File: config.mk
export PLATFORM = sky130hd
export DESIGN_NAME = approx_adder_pipe
export DESIGN_NICKNAME = d
export VERILOG_FILES = /design/src/rtl/approx_adder_pipe.sv
export SDC_FILE = /design/constraint.sdc
export NUM_CORES = 1
export LEC_CHECK = 0
export BUFFER_PORTS_ARGS = -buffer_cell sky130_fd_sc_hd__buf_2
export CORE_ASPECT_RATIO = 1.5
export CORE_UTILIZATION = 25
export DETAILED_ROUTE_END_ITERATION = 10
export MAX_ROUTING_LAYER = met4
export PLACE_DENSITY = 0.43
export SYNTH_ARGS = -nofsm -noshare
export SYNTH_HDL_FRONTEND = slang
export SYNTH_SLANG_ARGS = --single-unit
File: constraint.sdc
create_clock -name clk -period 2.8 [get_ports clk]
set_input_delay 0.14 -clock clk [delete_from_list [all_inputs] [get_ports clk]]
set_output_delay 0.14 -clock clk [all_outputs]
set_load 0.1 [all_outputs]
File: src/rtl/approx_adder_pipe.sv
// approx_adder_pipe: two-stage segmented adder with per-segment
// carry approximation, valid/ready handshake and an error counter.
module approx_adder_pipe #(
  parameter int WIDTH = 16,
  parameter int SEG   = 4,
  localparam int NSEG = WIDTH / SEG
) (
  input  logic             clk,
  input  logic             rst_n,
  input  logic             in_valid,
  output logic             in_ready,
  input  logic [WIDTH-1:0] in1,
  input  logic [WIDTH-1:0] in2,
  input  logic [NSEG-2:0]  mask,
  output logic             out_valid,
  input  logic             out_ready,
  output logic [WIDTH-1:0] out,
  output logic             cout,
  output logic             err,
  input  logic             clr_cnt,
  output logic [15:0]      err_cnt
);

  logic                     rdy_en;
  logic                     s2_adv;
  logic                     accept;
  logic                     xfer;

  logic [NSEG-1:0][SEG:0]   sum0;
  logic [NSEG-1:0][SEG:0]   sum1;
  logic [NSEG-1:0]          gen;
  logic [WIDTH:0]           exact;

  logic                     s1_valid;
  logic [NSEG-2:0]          s1_mask;
  logic [NSEG-1:0][SEG:0]   s1_sum0;
  logic [NSEG-1:0][SEG:0]   s1_sum1;
  logic [NSEG-1:0]          s1_gen;
  logic [WIDTH:0]           s1_exact;

  logic [NSEG-1:0]          mext;
  logic [SEG:0]             seg;
  logic                     c;
  logic [WIDTH-1:0]         sel_out;
  logic                     sel_cout;
  logic                     sel_err;

  assign s2_adv   = !out_valid || out_ready;
  assign in_ready = rdy_en && (!s1_valid || s2_adv);
  assign accept   = in_valid && in_ready;
  assign xfer     = out_valid && out_ready;
  assign mext     = {1'b0, s1_mask};

  // Ready is held low in reset and opens on the first edge after.
  always_ff @(posedge clk or negedge rst_n) begin
    if (!rst_n) rdy_en <= 1'b0;
    else        rdy_en <= 1'b1;
  end

  // Per-segment sums for both carry-in values, MSB generates, exact sum.
  always_comb begin
    sum0  = '0;
    sum1  = '0;
    gen   = '0;
    for (int i = 0; i < NSEG; i++) begin
      sum0[i] = {1'b0, in1[i*SEG +: SEG]}
              + {1'b0, in2[i*SEG +: SEG]};
      sum1[i] = sum0[i] + (SEG+1)'(1);
      gen[i]  = in1[(i+1)*SEG-1] & in2[(i+1)*SEG-1];
    end
    exact = {1'b0, in1} + {1'b0, in2};
  end

  // Stage 1 register: loads on every slot the stage can take.
  always_ff @(posedge clk or negedge rst_n) begin
    if (!rst_n) begin
      s1_valid <= 1'b0;
      s1_mask  <= '0;
      s1_sum0  <= '0;
      s1_sum1  <= '0;
      s1_gen   <= '0;
      s1_exact <= '0;
    end else if (in_ready) begin
      s1_valid <= in_valid;
      if (accept) begin
        s1_mask  <= mask;
        s1_sum0  <= sum0;
        s1_sum1  <= sum1;
        s1_gen   <= gen;
        s1_exact <= exact;
      end
    end
  end

  // Carry-select chain; a masked boundary uses the segment MSB generate.
  always_comb begin
    c        = 1'b0;
    seg      = '0;
    sel_out  = '0;
    sel_cout = 1'b0;
    for (int i = 0; i < NSEG; i++) begin
      seg = c ? s1_sum1[i] : s1_sum0[i];
      sel_out[i*SEG +: SEG] = seg[SEG-1:0];
      sel_cout = seg[SEG];
      c = mext[i] ? s1_gen[i] : seg[SEG];
    end
    sel_err = {sel_cout, sel_out} != s1_exact;
  end

  // Stage 2 register: result only changes when the stage advances.
  always_ff @(posedge clk or negedge rst_n) begin
    if (!rst_n) begin
      out_valid <= 1'b0;
      out       <= '0;
      cout      <= 1'b0;
      err       <= 1'b0;
    end else if (s2_adv) begin
      out_valid <= s1_valid;
      if (s1_valid) begin
        out  <= sel_out;
        cout <= sel_cout;
        err  <= sel_err;
      end
    end
  end

  // Saturating count of erroneous transfers; clear has priority.
  always_ff @(posedge clk or negedge rst_n) begin
    if (!rst_n)
      err_cnt <= '0;
    else if (clr_cnt)
      err_cnt <= '0;
    else if (xfer && err && err_cnt != 16'hFFFF)
      err_cnt <= err_cnt + 16'd1;
  end

endmodule
* Yosys cells after proc, flatten, opt, wreduce, memory -nomap -nowiden
Index checks and enable logic that the tools add are counted.
** Word-level totals
- Bits in registers :: 95
- Bits in latches :: 0
- RAM bits :: 0
- Memory bits (read-only) :: 0
- Input port bits :: 40
- Memories :: 0
** Operators by class
- Add/sub/neg operators :: 9
- Multiply operators :: 0
- Divide/modulo/power cells :: 0
- $lt $le $gt $ge :: 0
- Eq/ne operators :: 2
- Shift operators :: 0
- Muxes and demuxes :: 8
- Bitwise operators :: 3
- Reductions and logical operators :: 12
** Operators by type and width (number)
- $mux 16 :: 2
- $add 4x4->5 :: 4
- $add 16x16->17 :: 1
- $ne 17x17->1 :: 1
- $add 16x1->16 const B :: 1
- $ne 16x16->1 const B :: 1
- $add 5x1->5 const B :: 3
- $mux 5 :: 3
- $logic_and 1x1->1 :: 5
- $reduce_and 2->1 :: 2
- $and 1x1->1 :: 3
- $mux 1 :: 3
- $logic_not 1->1 :: 2
- $logic_or 1x1->1 :: 2
- $reduce_bool 2->1 :: 1

* Depth between registers and ports, before layout
- Depth after elaboration :: 7
- Gate-level depth with buffers :: 10

* Worst setup path after synthesis
No wires, ideal clock.
- Path kind :: register -> register
- Start :: register out_valid
- End :: register s1_gen[2]
- Arrival time :: 2980 ps
- Data required time :: 2675 ps
- Slack :: -305 ps
- Cell stages (with the launch flop) :: 8
- Path buffers :: 3
- Cells stage by stage :: dfrtp_1 > nand2b_1 > clkbuf_1 > o21a_1 > nand2_1 > clkbuf_1 > buf_1 > mux2_2
** On the way
- Word-level cells in the longest chain between the ends :: 6
** Ends and longest elaborated chain
- from (decl) :: RTL line 15 : output logic out_valid,
- from (signal assigned) :: RTL line 118 : out_valid <= s1_valid;
- $logic_not 1->1 (*) :: RTL line 48 : assign s2_adv = !out_valid || out_ready;
- $logic_or 1x1->1 (*) :: RTL line 48
- $logic_or 1x1->1 (*) :: RTL line 49 : assign in_ready = rdy_en && (!s1_valid || s2_adv);
- $logic_and 1x1->1 (*) :: RTL line 49
- named net in_ready :: RTL line 11 : output logic in_ready,
- $logic_and 1x1->1 :: RTL line 50 : assign accept = in_valid && in_ready;
- $reduce_and 2->1 (no line) (*)
- to (signal assigned) :: RTL line 89 : s1_gen <= gen;
- to (decl) :: RTL line 38 : logic [NSEG-1:0] s1_gen;
The timed path passes the listed nets; every way through them passes the cells marked *.
A chain may end at the register's enable or synchronous reset.

* Worst setup path in the final report
- Start :: register s1_mask[0]
- End :: register err
** On the way
- Word-level cells in the longest chain between the ends :: 7
** Ends and longest elaborated chain
- from (decl) :: RTL line 35 : logic [NSEG-2:0] s1_mask;
- from (signal assigned) :: RTL line 86 : s1_mask <= mask;
- $mux 1 (*) :: RTL line 105 : c = mext[i] ? s1_gen[i] : seg[SEG];
- $mux 5 (*) :: RTL line 102 : seg = c ? s1_sum1[i] : s1_sum0[i];
- $mux 1 :: RTL line 105
- $mux 5 :: RTL line 102
- $mux 1 :: RTL line 105
- $mux 5 :: RTL line 102
- $ne 17x17->1 (*) :: RTL line 107 : sel_err = {sel_cout, sel_out} != s1_exact;
- to (signal assigned) :: RTL line 122 : err <= sel_err;
- to (decl) :: RTL line 19 : output logic err,
Every way passes the cells marked *; elsewhere a longest branch is shown, timed or not.

==> flow_metrics.env <==
export IMPL_status="finished clean"
export IMPL_globalRouteMet1Util_pct=15.0
export IMPL_yosysMostFrequentCell="dfrtp_1"
export IMPL_p_leak_nw=2.78
export IMPL_grt_pass1_vias=4013
export IMPL_clockRootBuffer="clkbuf_16"
export IMPL_hold_slack_ns=0.0347
export IMPL_drt_iter0_drc=167
export IMPL_crit_type="register to register"
export IMPL_dp_slack_ns=0.162
export IMPL_setup_slack_ns=0.278
export IMPL_cts_sinks=91
export IMPL_async_reset_ff_share_pct=100
export IMPL_synth_nets=565
export IMPL_finalNonFillerCells=845
export IMPL_cpMaxStageDelayCell="mux2i_2"
export IMPL_slew_headroom_pct=56.9
export IMPL_fmax_ghz=0.397
export IMPL_irDropWorstVdd_uv=299
export IMPL_cp_arrival_ns=2.73
export IMPL_finalHoldViolCount=0
export IMPL_cts_buffer_depth=2
export IMPL_pin_count=76
export IMPL_yosys_top_cells_count="91 x dfrtp_1, 60 x nand2_1, 50 x o21ai_0"
export IMPL_cp_max_fo=5
export IMPL_synth_area_leaders="dfrtp_1 46%, mux2_2 5.6%, ha_1 5.0%, o21ai_0 5.0%, xnor2_1 4.9%"
export IMPL_drive_gt1_share_pct=23.2
export IMPL_ys_ff_latch=91
export IMPL_cts_htree_levels=3
export IMPL_crit_path_end_kind="register"
export IMPL_worst_hold_path_type="primary input to register"
export IMPL_syn_instance_count=501
export IMPL_cts_buffers=9
export IMPL_grtUsageTotal_pct=12.7
export IMPL_placed_cell_area_mm2=0.00572
export IMPL_post_dp_hpwl_um=9210
export IMPL_tns_ns=0
export IMPL_netlist_area_leader_share_pct=45.5
export IMPL_period_share_pct=90.1
export IMPL_antenna_found_initial=0
export IMPL_min_from="mask[2]"
export IMPL_postCtsHoldBufs=1
export IMPL_start_util_pct=25.4
export IMPL_power_density_mw_per_mm2=876
export IMPL_clock_latency_ns=0.33
export IMPL_vias=3841
export IMPL_critPathLaunchType="register"
export IMPL_grt_pass1_wl_um=20400
export IMPL_first_pass_iters=4
export IMPL_rsz0062_at_grt="false"
export IMPL_setup_viol=0
export IMPL_min_to="s1_mask[2]"
export IMPL_synth_seq_area_share_pct=45.5
export IMPL_ys_warn_count=0
export IMPL_worstMarginPinSlew_ns=0.642
export IMPL_finalNetCount=644
export IMPL_ctsResizeCount=0
export IMPL_syn_avg_cell_area_um2=9.98
export IMPL_min_path_cells=2
export IMPL_ys_flop_type="dfrtp_1"
export IMPL_via_per_inst=4.55
export IMPL_final_util_pct=30.6
export IMPL_post_cts_buffers=0
export IMPL_r2r_end="err"
export IMPL_wl_per_cell_um=14.1
export IMPL_finalPower_mw=5.28
export IMPL_slowest_delay_ns=0.42
export IMPL_drt_wl_total_um=11900
export IMPL_rows=63
export IMPL_diodes=0
export IMPL_clock_skew_final_ns=0.00479
export IMPL_cap_violations=0
export IMPL_synth_top_cell_by_area="dfrtp_1"
export IMPL_drc=0
export IMPL_gp_congestion=0.812
export IMPL_overflow=0
export IMPL_antenna_left=0
export IMPL_core_area_mm2=0.0197
export IMPL_layout_min_cycle_time_ns=2.52
export IMPL_fp_dieW_um=117
export IMPL_grt_met3_usage_pct=1.53
export IMPL_yosysUniqueCellTypes=56
export IMPL_final_area_mm2=0.00603
export IMPL_grt_max_degree=49
export IMPL_crit_chain="mux2i_4, mux2i_2, mux2i_1, o21ai_0, and3_1, a2111oi_0, a21oi_1"
export IMPL_dpl_cell_count=828
export IMPL_busiest_layer="met2"
export IMPL_dieArea_mm2=0.0206
export IMPL_synth_edf_count=0
export IMPL_cts_tree="done"
export IMPL_numPortBuffers=75
export IMPL_drv_slew=0
export IMPL_syn2layout_area_growth_pct=20.6
export IMPL_clk_pin_slew_ns=0.06
export IMPL_grt_met2_usage_pct=21.9
export IMPL_worst_r2r_setup_slack_ns=0.28
export IMPL_reg2reg_depth=7
export IMPL_required_ns=3.00
export IMPL_timing_rr_start="s1_mask[0]"
export IMPL_netlist_area_mm2=0.00500
export IMPL_die_h_um=175
==> state kept, by name (all words and copies together) (netlist names) <==
register   cells
s1_sum1       15
cout           1
s1_mask        3
s1_sum0       20
out_valid      1
out           16
err            1
err_cnt       16
s1_gen         3
s1_valid       1
s1_exact      13
rdy_en         1
==> worst max-delay path, delay by kind of cell (launching register included) <==
kind / cells / cell delay, ns
muxes: 3 / 1.09
AOI/OAI and AO/OA: 3 / 0.68
DFF: 1 / 0.40
and+or+nand+nor: 1 / 0.21
==> layer usage <==
layer	wire [um]	share of wire, %
met1	5410	46
met4	211	1.8
met2	5940	50
met5	0	0
met3	321	2.7
==> power by group <==
group | internal [mW] | switching, mW | total (mW)
combinational | 0.614 | 1.57 | 2.19
sequential | 1.64 | 0.243 | 1.89
clock | 0.712 | 0.495 | 1.21
total | 2.97 | 2.31 | 5.28
==> cell type report <==
cell class	instances	area (um2)
Tap cell	260	325
Fill cell	2108	13700
Sequential cell	91	2280
Inverter	16	60.1
Timing Repair Buffer	85	468
Clock inverter	5	52.6
Multi-Input combinational cell	377	2600
Clock buffer	11	243
==> how the worst max path moves through the flow <==
stage / start / to / slack (ns) / cells past startpoint
floorplan: err_cnt[8] / err_cnt[9] / 0.17 / 7
global placement: in1[1] / s1_exact[15] / 0.24 / 9
detailed placement: in1[1] / s1_exact[15] / 0.16 / 9
CTS: s1_mask[0] / err / 0.25 / 7
global route: s1_mask[0] / err / 0.006 / 7
finish: s1_mask[0] / err / 0.28 / 7
==> logic make-up after synthesis <==
kind of cell | synth area share [%]
xor+xnor | 8.93
buf+inv | 2.50
compound gates | 12.4
other cells | 0.0750
mux | 9.28
fa+ha+maj | 6.61
flops | 45.5
simple gates | 14.7
==> cell usage in the layout (no fill, tap or decap), drive strengths merged, types with 5 or more instances in the layout <==
cell type | synthesis | layout
xnor2 | 28 | 28
xor2 | 23 | 23
ha | 20 | 20
o21ai | 51 | 51
dfrtp | 91 | 91
mux2 | 27 | 27
nand2 | 61 | 61
inv | 16 | 16
nand3 | 21 | 21
nor3 | 7 | 7
a21oi | 21 | 21
buf | 6 | 84
nor2 | 30 | 30
mux2i | 14 | 14
clkbuf | 11 | 11
a21o | 9 | 9
nand4 | 5 | 5
nand2b | 7 | 7
(Power assumes the default switching activity.)
